[src/rtl/highscore_table.sv]
// Sorted leaderboard of the DEPTH lowest non-zero reaction times.
// New entries are placed by an insertion FSM that shifts one slot per cycle.
module highscore_table #(
  parameter int WIDTH = 24,
  parameter int DEPTH = 4,
  localparam int AW = $clog2(DEPTH),
  localparam int CW = $clog2(DEPTH + 1)
) (
  input  logic             clk,
  input  logic             rst,
  input  logic             clear,
  input  logic             submit_valid,
  output logic             submit_ready,
  input  logic [WIDTH-1:0] submit_time,
  output logic             result_valid,
  output logic             result_accepted,
  output logic [AW:0]      result_rank,
  output logic [CW-1:0]    count,
  output logic [WIDTH-1:0] best_time,
  input  logic [AW-1:0]    rd_idx,
  output logic [WIDTH-1:0] rd_time,
  output logic             rd_valid
);

  typedef enum logic {IDLE, PLACE} state_t;

  state_t                        state_q, state_d;
  logic [DEPTH-1:0][WIDTH-1:0]   entry_q, entry_d;
  logic [DEPTH-1:0]              valid_q, valid_d;
  logic [CW-1:0]                 count_q, count_d;
  logic [AW-1:0]                 ptr_q, ptr_d;
  logic [WIDTH-1:0]              v_q, v_d;
  logic                          res_valid_q, res_valid_d;
  logic                          res_acc_q, res_acc_d;
  logic [AW:0]                   res_rank_q, res_rank_d;

  logic             full, reject, do_shift;
  logic [WIDTH-1:0] prev;

  assign full   = (count_q == CW'(DEPTH));
  assign reject = (submit_time == '0) || (full && submit_time >= entry_q[DEPTH-1]);
  // prev wraps to the tail when ptr is 0; do_shift masks that case out
  assign prev     = entry_q[ptr_q - AW'(1)];
  assign do_shift = (ptr_q != '0) && (v_q < prev);

  always_ff @(posedge clk) begin
    if (rst || clear) state_q <= IDLE;
    else              state_q <= state_d;
  end

  always_comb begin
    state_d = state_q;
    case (state_q)
      IDLE:    if (submit_valid && !reject) state_d = PLACE;
      PLACE:   if (!do_shift)               state_d = IDLE;
      default: state_d = IDLE;
    endcase
  end

  always_comb begin
    submit_ready = (state_q == IDLE);
  end

  always_comb begin
    entry_d     = entry_q;
    valid_d     = valid_q;
    count_d     = count_q;
    ptr_d       = ptr_q;
    v_d         = v_q;
    res_valid_d = 1'b0;
    res_acc_d   = res_acc_q;
    res_rank_d  = res_rank_q;
    case (state_q)
      IDLE: begin
        if (submit_valid) begin
          v_d = submit_time;
          if (reject) begin
            res_valid_d = 1'b1;
            res_acc_d   = 1'b0;
            res_rank_d  = (AW+1)'(DEPTH);
          end else begin
            // a full table sacrifices its tail slot
            ptr_d = full ? AW'(DEPTH - 1) : count_q[AW-1:0];
          end
        end
      end
      PLACE: begin
        valid_d[ptr_q] = 1'b1;
        if (do_shift) begin
          entry_d[ptr_q] = prev;
          ptr_d          = ptr_q - AW'(1);
        end else begin
          entry_d[ptr_q] = v_q;
          if (!full) count_d = count_q + CW'(1);
          res_valid_d = 1'b1;
          res_acc_d   = 1'b1;
          res_rank_d  = {1'b0, ptr_q};
        end
      end
      default: ;
    endcase
  end

  always_ff @(posedge clk) begin
    if (rst || clear) begin
      entry_q     <= '0;
      valid_q     <= '0;
      count_q     <= '0;
      ptr_q       <= '0;
      v_q         <= '0;
      res_valid_q <= 1'b0;
      res_acc_q   <= 1'b0;
      res_rank_q  <= '0;
    end else begin
      entry_q     <= entry_d;
      valid_q     <= valid_d;
      count_q     <= count_d;
      ptr_q       <= ptr_d;
      v_q         <= v_d;
      res_valid_q <= res_valid_d;
      res_acc_q   <= res_acc_d;
      res_rank_q  <= res_rank_d;
    end
  end

  always_comb begin
    rd_time  = '0;
    rd_valid = 1'b0;
    if (int'(rd_idx) < DEPTH) begin
      rd_time  = entry_q[rd_idx];
      rd_valid = valid_q[rd_idx];
    end
  end

  assign result_valid    = res_valid_q;
  assign result_accepted = res_acc_q;
  assign result_rank     = res_rank_q;
  assign count           = count_q;
  assign best_time       = valid_q[0] ? entry_q[0] : '0;

endmodule

[config.mk]
export PLATFORM = sky130hd
export DESIGN_NAME = highscore_table
export DESIGN_NICKNAME = d
export VERILOG_FILES = /design/src/rtl/highscore_table.sv
export SDC_FILE = /design/constraint.sdc
export NUM_CORES = 1
export LEC_CHECK = 0
export CAP_MARGIN = 20
export CORE_MARGIN = 2
export CORE_UTILIZATION = 43
export DETAILED_ROUTE_END_ITERATION = 10
export DONT_BUFFER_PORTS = 1
export PLACE_DENSITY = 0.64
export SLEW_MARGIN = 40
export SYNTH_ARGS = -nofsm -noshare
export SYNTH_HDL_FRONTEND = slang
export SYNTH_SLANG_ARGS = --single-unit
[constraint.sdc]
create_clock -name clk -period 8.1 [get_ports clk]
set_input_delay 0.405 -clock clk [delete_from_list [all_inputs] [get_ports clk]]
set_output_delay 0.405 -clock clk [all_outputs]
set_load 0.01 [all_outputs]
* Word-level counts from Yosys, hierarchy flattened *
Cells that the tools add are included.
W data, S select, Z words.

word-level totals
  word-level logic and storage cells = 77
  bits in read-only memories = 0
  bits in registers = 135
  memories kept = 0
  memory bits (writable) = 0
  bits in latches = 0

cells by class
  equality and inequality tests = 6
  add/subtract/negate cells = 2
  reduce and logical (&&, ||, !) cells = 13
  divide/modulo/power cells = 0
  shifts and indexed selects = 0
  multiplexer cells = 34
  $mul = 0
  magnitude comparators = 6
  bitwise logic cells = 4

operator list
  cell                   count
  $bwmux W96             2
  $bmux W24 S2           2
  $mux W24               4
  $mux W96               1
  $demux W24 S2          1
  $ge A24 B24 Y1         1
  $logic_not A24 Y1      1
  $lt A24 B24 Y1         1
  $mux W1                10
  $lt A2 B3 Y1 const B   3
  $mux W3                3
  $reduce_and A3 Y1      3
  $mux W2                4
  $ne A2 B2 Y1 const B   3
  $pmux W1 S2            3
  $pmux W3 S2            1
  $logic_and A1 B1 Y1    4
  $ne A2 B1 Y1 const B   2
  $or A4 B4 Y4           1
  $pmux W2 S2            1
  $add A3 B1 Y3 const B  1
  $eq A3 B3 Y1 const B   1
  $not A1 Y1             3
  $bmux W1 S2            1
  other kinds (7)        8

* Depth between registers and ports, before layout *
Gate-level depths: netlist of the first run.

  word-level depth = 7
  depth in mapped cells = 17
  gate-level depth less buffers = 11

* Worst setup path after synthesis of the first run *
OpenSTA, ideal clock, no wires.

  kind = reg-to-reg
  from = register ptr_q[0]
  to = register entry_q[39] in the netlist's numbering
  data arrival time = 4.013 ns
  library setup time = 0.133 ns
  path slack = 3.955 ns
  required time = 7.967 ns
  cell stages (with the launch flop) = 18
  cell sequence = dfxtp_1 -> buf_6 -> buf_1 -> inv_1 -> ha_1 -> clkbuf_1 -> clkbuf_1 -> mux4_2 -> inv_1 -> ha_1 -> a21oi_1 -> o21ai_0 -> a2111oi_0 -> nand3_1 -> buf_6 -> buf_6 -> mux2i_1 -> a21oi_1

between the ends
  word-level cells in the longest chain between the ends = 6

ends and longest elaborated chain
  item                                                 line        source
  start: declaration                                   31          logic [AW-1:0] ptr_q, ptr_d;
  start signal: assignment                             118         ptr_q <= ptr_d;
  $sub A2 B1 Y2 (tied with other cells)                43          assign prev = entry_q[ptr_q - AW'(1)];
  $bmux W24 S2 or $logic_and A1 B1 Y1 (tied branches)  43, 90, 93
  $mux W24, on equally long branches                   43, 90, 93
  $lt A24 B24 Y1 or $demux W24 S2 (tied branches)      44, 90, 93
  $logic_and A1 B1 Y1 (tied with other cells)          44          assign do_shift = (ptr_q != '0) && (v_q < prev);
  $mux W96 *                                           89          if (do_shift) begin
  end signal: assignment                               115         entry_q <= entry_d;
  end: declaration                                     28          logic [DEPTH-1:0][WIDTH-1:0] entry_q, entry_d;

Every way passes the cells marked *; elsewhere a longest branch is shown, timed or not. The select of a mux whose other input is x is not followed.
A chain may end at the register's enable or synchronous reset.

* Worst setup path after layout of the first run *
  from = register ptr_q[1]
  to = register entry_q[40] in the netlist's numbering

The elaborated chain is that of the path after synthesis.

==> results.md, run 1 <==
* Die height at 135.5 microns
* Post-CTS Setup Bufs at 0
* Hold path cells at 2
* Clk buf depth at 2
* Post-CTS Hold Buffers at 0
* Overall Global Routing Usage at 23.45%
* Die Area at 0.01837 sq mm
* Post-route core utilization at 47.92%
* Post-Syn Area per Cell at 9.074 sq um
* Core Area at 0.01712 sq mm
* Reg2reg end: entry_q[40]
* Post-DR vias/cell at 5.844
* Syn_nets at 903
* Clock slew at reported path FFs at 0.06 ns
* Max Freq at 219.2 MHz
* Lkg Pwr at 0.003009 uW
* PwrDens at 195.7 mW/mm^2
* Setup Crit Path Kind: register to register
* RSZ-0062 raised after global routing: no
* Sink Count at 135
* Die width at 135.5 microns
* Sequential fraction of the synthesis area at 36.32%
* Final setup viols at 0
* Slew HR at 39.63%
* Vias after detailed routing at 6,013
* I/O pin total at 88
* Status: completed
* Ys Warns at 0
* FF+latch count, synth at 135
* Post-DRT Antenna Nets at 0
* RR Startpoint: ptr_q[1]
* Setup TNS Final at 0 ns
* Seq. cell area at 0.002705 sq mm
* Period minus WS final at 4.562 ns
* Commonest non-fill, non-tap cell in the layout: a21oi_1
* ANT cells at 0
* Total CTS buffers at 17
* Area delta synth->final at 10.24%
* Max cap viols at 0
* RePlAce Congestion at 0.8501
* CP Data Arrival Time at 4.85 ns
* CTS resizes at 0
* FP Rows at 48
* Initial Util at 43.47%
* Worst slew pin tran at 0.9014 ns
* Vias in the first global route at 5,697
* Final-report hold violation count at 0
* Largest net degree at the start of global routing at 85
* Worst R2R Path Depth at 12
* Post-Syn Area at 0.007441 sq mm
* Yosys cell types at 42
* DP Wirelength at 13.68 mm
* Placement Setup Slack at 3.568 ns
* Hold-critical path endpoint: v_q[16]
* First-pass GRT wire length at 32.73 mm
* Area of the multi-input gates at 0.004300 sq mm
* Final period util at 56.32%
* # port buffers at 0
* DRT Pass-1 Iters at 5
* Wire per inst at 20.38 microns
* Post-synth top area cell: dfxtp_1
* Clock Latency Late Sink at 0.42 ns
* DRC violation count after routing at 0
* Crit path max fanout at 27
* FF-to-FF setup slack at 3.54 ns
* CTS tree: built
* Root Buffer: clkbuf_16
* Synth area leaders: dfxtp_1 (36%), mux4_2 (15%), a21oi_1 (9.6%)
* Final setup margin at 3.538 ns
* Share of cells above drive strength 1 at 12.69%
* Worst Path Required at 8.38 ns
* Synth Instances at 820
* Hold Slack at 0.1105 ns
* Initial antenna violation count at 0
* Max H-tree Level at 4
* Grt ovf at 0
* Overall routed net length at 20.97 mm
* Synth top area share at 36.32%
* Slew Limit Fails at 0
* Most frequent cells in the layout: a21oi_1 (142), dfxtp_1 (133), nand2_1 (120)
* CP Launch Point: ptr_q[1]
* Endpoint class of the critical path: register
* Worst clock skew at 0.009448 ns
* Nets at 874
* CP Launch Type: register
* Overall Power at 1606 uW
* Worst hold start: submit_time[16]
* Worst Hold Class: input port to register
* Max VDD drop at 165.4 uV
* 1st-iter DRT viols at 542
* FILL cells at 1,614
[metal layers]
metal | track usage (%) | part of all wire, % | vias up
li1 | - | - | 2891
met1 | 32.48 | 44 | 2866
met2 | 35.10 | 45 | 227
met3 | 6.135 | 8.2 | 29
met4 | 9.144 | 2.2 | 0
met5 | 0 | 0 | -
[layout make-up]
type                            count  area share [%]
Tap cell                          225           3.432
Clock inverter                      8           1.739
Multi-Input combinational cell    572           52.43
Clock buffer                       24           5.995
Inverter                           55           2.517
Sequential cell                   135           32.98
Timing Repair Buffer               10          0.9152
[where the power goes]
part	total (uW)	switching (uW)	internal, uW
Sequential	677	7.78	669
Clock	837	290	547
Combinational	91.8	57.7	34.1
[per-stage QoR]
step / cell area [sq um] / cells
final: 8203 / 1029
after global routing: 8203 / 1029
after CTS: 8203 / 1029
after detailed placement: 7569 / 997
after global placement: 7556 / 997
after floorplan: 7441 / 820
[cell usage after synthesis (all sizes together)]
cell	number
and3	2
a211oi	3
a2111oi	1
nand4	8
nor2b	2
a22o	1
nand2b	2
a221o	1
inv	55
o211ai	1
o21ai	81
nand3	5
o32ai	2
a2bb2oi	2
nand2	121
a221oi	1
mux2i	27
a21oi	142
o21a	2
nor2	14
o2bb2ai	1
a21boi	1
a31oi	2
ha	53
nor3	2
and2	29
a41o	2
or2	1
buf	10
o41ai	2
a311oi	3
mux4	49
clkbuf	48
dfxtp	135
nor4	9
[critical path, stage by stage, from the launching register on]
cell and delay [ns]:
dfxtp_1 0.39, inv_1 0.08, ha_1 0.63, buf_4 0.40
mux4_2 0.36, inv_1 0.07, ha_1 0.24, a21oi_1 0.15
o21ai_0 0.13, a2111oi_1 0.69, nand3_4 0.67, mux2i_1 0.50
a21oi_1 0.13
[cells by family after synthesis]
group           synth area share, %
buf+inv                       6.238
compound gates                17.98
simple gates                  11.74
flops                         36.32
fa+ha+maj                     8.912
mux                           18.82
[sequential cells by signal (all words and copies together), names as in the netlist]
register         cells
valid_q              4
count                3
ptr_q                2
entry_q             96
result_accepted      1
result_rank          3
v_q                 24
state_q              1
result_valid         1
[how the worst max path moves through the flow]
stage | to | slack, ns | depth (start not counted)
6_report | entry_q[40] | 3.54 | 12
5_1_grt | ptr_q[1] | 3.24 | 12
4_1_cts | entry_q[40] | 3.56 | 12
3_5_place_dp | entry_q[47] | 3.57 | 12
3_3_place_gp | ptr_q[1] | 3.31 | 12
2_1_floorplan | entry_q[39] | 3.95 | 17
Power figures use the tool's default switching activity.
==> inputs of run 2 (changes only) <==
ABC_AREA = 1   (was unset)
clock period = 4.72 ns   (was 8.1 ns; I/O delays follow)
==> run 2 against run 1 <==
  * Clock power increased by 59%
  * Sequential power is 74% higher
  * Largest power group unchanged
  * First-iteration DRC count is 19% higher
  * Critical path type unchanged
  * Maximum frequency is 9.4% higher
  * Critical path depth increased by 6
  * Total power is 77% higher
  * Largest cell class unchanged
  * Flip-flop and latch count did not move
  * Global-route usage is 2.8 points higher
==> results.md, run 2 <==
* Status: completed
* Final period util at 88.33%
* Async set or reset register ratio after synthesis at 0%
* Period minus WS final at 4.169 ns
* Synth Instances at 1,292
* Max Freq at 239.8 MHz
* Worst clock skew at 0.007423 ns
* Ys Warns at 0
* Worst slew pin tran at 0.7707 ns
* Switching power at 777.4 uW
* Synth top area share at 31.77%
* Initial Util at 43.71%
* CTS tree: built
* Largest net degree at the start of global routing at 76
* Overall routed net length at 26.39 mm
* Post-synth top area cell: dfxtp_1
* Overall Global Routing Usage at 26.24%
* Core Area at 0.01946 sq mm
* Slowest CP cell: nor2_4
* Setup TNS Final at 0 ns
* DRC violation count after routing at 0
* First-pass GRT wire length at 42.54 mm
* Die width at 144.7 microns
* Vias in the first global route at 8,025
* FF-to-FF setup slack at 0.55 ns
* Top cells by count, synth: inv_1 (203), nand2_1 (176), nor2_1 (164)
* Worst Path Required at 5.05 ns
* Nets at 1,358
* Wire per inst at 17.00 microns
* Die Area at 0.02093 sq mm
* Switching share of power at 27.35%
* Max H-tree Level at 4
* Syn_nets at 1,375
* DP Wirelength at 16.94 mm
* Slew HR at 48.62%
* PwrDens at 300.0 mW/mm^2
* I/O pin total at 88
* Synth Area in Compound Gates at 15.08%
* FILL cells at 1,980
* M2 GR Usage at 41.46%
* Clk buf depth at 2
* Lkg Pwr at 0.004587 uW
* Met1 usage at 35.51%
* Sequential fraction of the synthesis area at 31.77%
* Synth area leaders: dfxtp_1 (32%), nand3_1 (9.5%), inv_1 (9.0%)
* Setup Crit Path Kind: register to register
* Clock slew at reported path FFs at 0.06 ns
* Reg with most FFs: entry_q
* Top_reg_cell synth: dfxtp_1
* Largest register FFs at 96
* Die height at 144.7 microns
* Max VDD drop at 279.3 uV
* Final-report hold violation count at 0
* Initial antenna violation count at 0
* Clock power frac at 46.9%
* Multiplexer area fraction after synthesis at 0%
* Cell chain of the critical path: inv_1 > ha_1 > inv_1 > buf_12 > a21oi_1 > a32oi_1 > inv_1 > ha_1 > a21oi_1 > o21ai_0 > nand2_1 > o2111ai_1 > nor2_4 > nand2_4 > nand2_1 > nand3_1 > nand3_1 > inv_1
* Post-DR vias/cell at 5.412
* Max cap viols at 0
* Seq pwr share at 41.4%
* Most repeated library cell on the critical path: inv_1
* Grt ovf at 0
* Worst Hold Class: input port to register
* Area delta synth->final at 11.37%
* DRT Pass-1 Iters at 6
* Hold-critical path endpoint: v_q[0]
* Reg2reg end: entry_q[31]
* FF+latch count, synth at 135
* CTS resizes at 0
* Number of synthesized flops with an enable pin at 0
* # port buffers at 0
* 1st-iter DRT viols at 643
* Commonest non-fill, non-tap cell in the layout: inv_1
* Total CTS buffers at 17
* Slew Limit Fails at 0
* Crit-path max cell delay at 0.52 ns
* Simple-gate share of the synthesized area at 32.17%
* Hold path cells at 2
* Post-route cell area at 0.009474 sq mm
* Root Buffer: clkbuf_16
* Worst hold start: submit_time[0]
* Top flop regs: entry_q: 96 flops, v_q: 24 flops, valid_q: 4 flops
* CP Launch Type: register
* Clock Latency Late Sink at 0.43 ns
* Most common cell in the netlist: inv_1
* ANT cells at 0
* Yosys cell types at 33
* Most frequent cells in the layout: inv_1 (199), nand2_1 (175), nor2_1 (163)
* Largest family of logic cells by synthesized area: simple AND/OR/NAND/NOR gates
* Met3 Resource Use GR at 5.693%
* Share of cells above drive strength 1 at 10.10%
* Endpoint class of the critical path: register
* RR Startpoint: ptr_q[1]
* CP Data Arrival Time at 4.50 ns
* Crit path max fanout at 30
* Int Pwr at 2065 uW
* Vias after detailed routing at 8,400
* FP Rows at 51
* Synth Area in XOR/XNOR at 0.1030%
* Final setup viols at 0
* Combinational power share at 11.7%
* Post-DRT Antenna Nets at 0
* RSZ-0062 raised after global routing: no
* Post-Syn Area per Cell at 6.584 sq um
* RePlAce Congestion at 0.8503
* Post-Syn Area at 0.008507 sq mm
* Area share of fa/ha/maj cells after synthesis at 7.795%
* DP Area at 0.008662 sq mm
* Worst R2R Path Depth at 18
* Top Usage Layer GRT: met2
* Sink Count at 135
## run 2: per-layer routing
metal	up-vias	part of all wire [%]
met5	-	0
met1	3880	46
li1	4162	-
met4	0	2.4
met3	48	7.6
met2	310	44
## run 2: power groups by stage
stage,Combinational (uW),Clock [uW],Sequential [uW]
final,332,1330,1180
after CTS,331,1340,1180
after detailed placement,312,0,1200
after global placement,307,0,1200
after global routing,372,1390,1180
after floorplan,248,0,1190
## run 2: through the flow
step | instances | power, uW | worst slack [ns] | util [%] | hold slack [ns]
after floorplan | 1292 | 1441 | 1.236 | - | 0.3837
after global placement | 1498 | 1510 | 0.7643 | 44.49 | 0.3917
after detailed placement | 1498 | 1514 | 0.5867 | 44.51 | 0.3958
after CTS | 1552 | 2852 | 0.5858 | 48.68 | 0.005363
after global routing | 1552 | 2942 | 0.1685 | 48.68 | 0.05076
final | 1552 | 2843 | 0.5507 | 48.68 | 0.01476
## run 2: cell type report
cell class	count	area, sq um	area share (%)
clock buffers	19	452.9	4.781
clock inverters	12	128.9	1.360
multi-input cells	874	4706	49.67
repair buffers	41	377.9	3.988
inverters	206	773.2	8.162
flip-flops and latches	135	2704	28.54
well taps	265	331.6	3.500
## run 2: logic make-up after synthesis
| logic type | Yosys count |
|---|---|
| and+or+nand+nor | 591 |
| buffers and inverters | 283 |
| AOI/OAI and AO/OA | 229 |
| DFF | 135 |
| adders and majority gates | 53 |
| xor gates and xnor gates | 1 |
## run 2: what timing repair did
action	4_1_cts	5_1_grt
hold buffers	23	0
setup buffers	0	0
hold endpoints to repair	23	0
## run 2: worst max path at each step
| stage | endpoint | from | slack, ns | cells past startpoint |
|---|---|---|---|---|
| floorplan | entry_q[28] | ptr_q[0] | 1.24 | 21 |
| global route | entry_q[41] | ptr_q[1] | 0.17 | 18 |
| CTS | entry_q[31] | ptr_q[1] | 0.59 | 18 |
| finish | entry_q[31] | ptr_q[1] | 0.55 | 18 |
| global placement | ptr_q[0] | ptr_q[1] | 0.76 | 19 |
| detailed placement | entry_q[31] | ptr_q[1] | 0.59 | 18 |
## run 2: critical path: cells and delay by family, from the launching register on
| family | cells | cell delay (ns) |
|---|---|---|
| and+or+nand+nor | 6 | 1.43 |
| DFF | 1 | 0.39 |
| adders and majority gates | 2 | 0.62 |
| buffers and inverters | 5 | 0.78 |
| AOI/OAI and AO/OA | 5 | 0.80 |
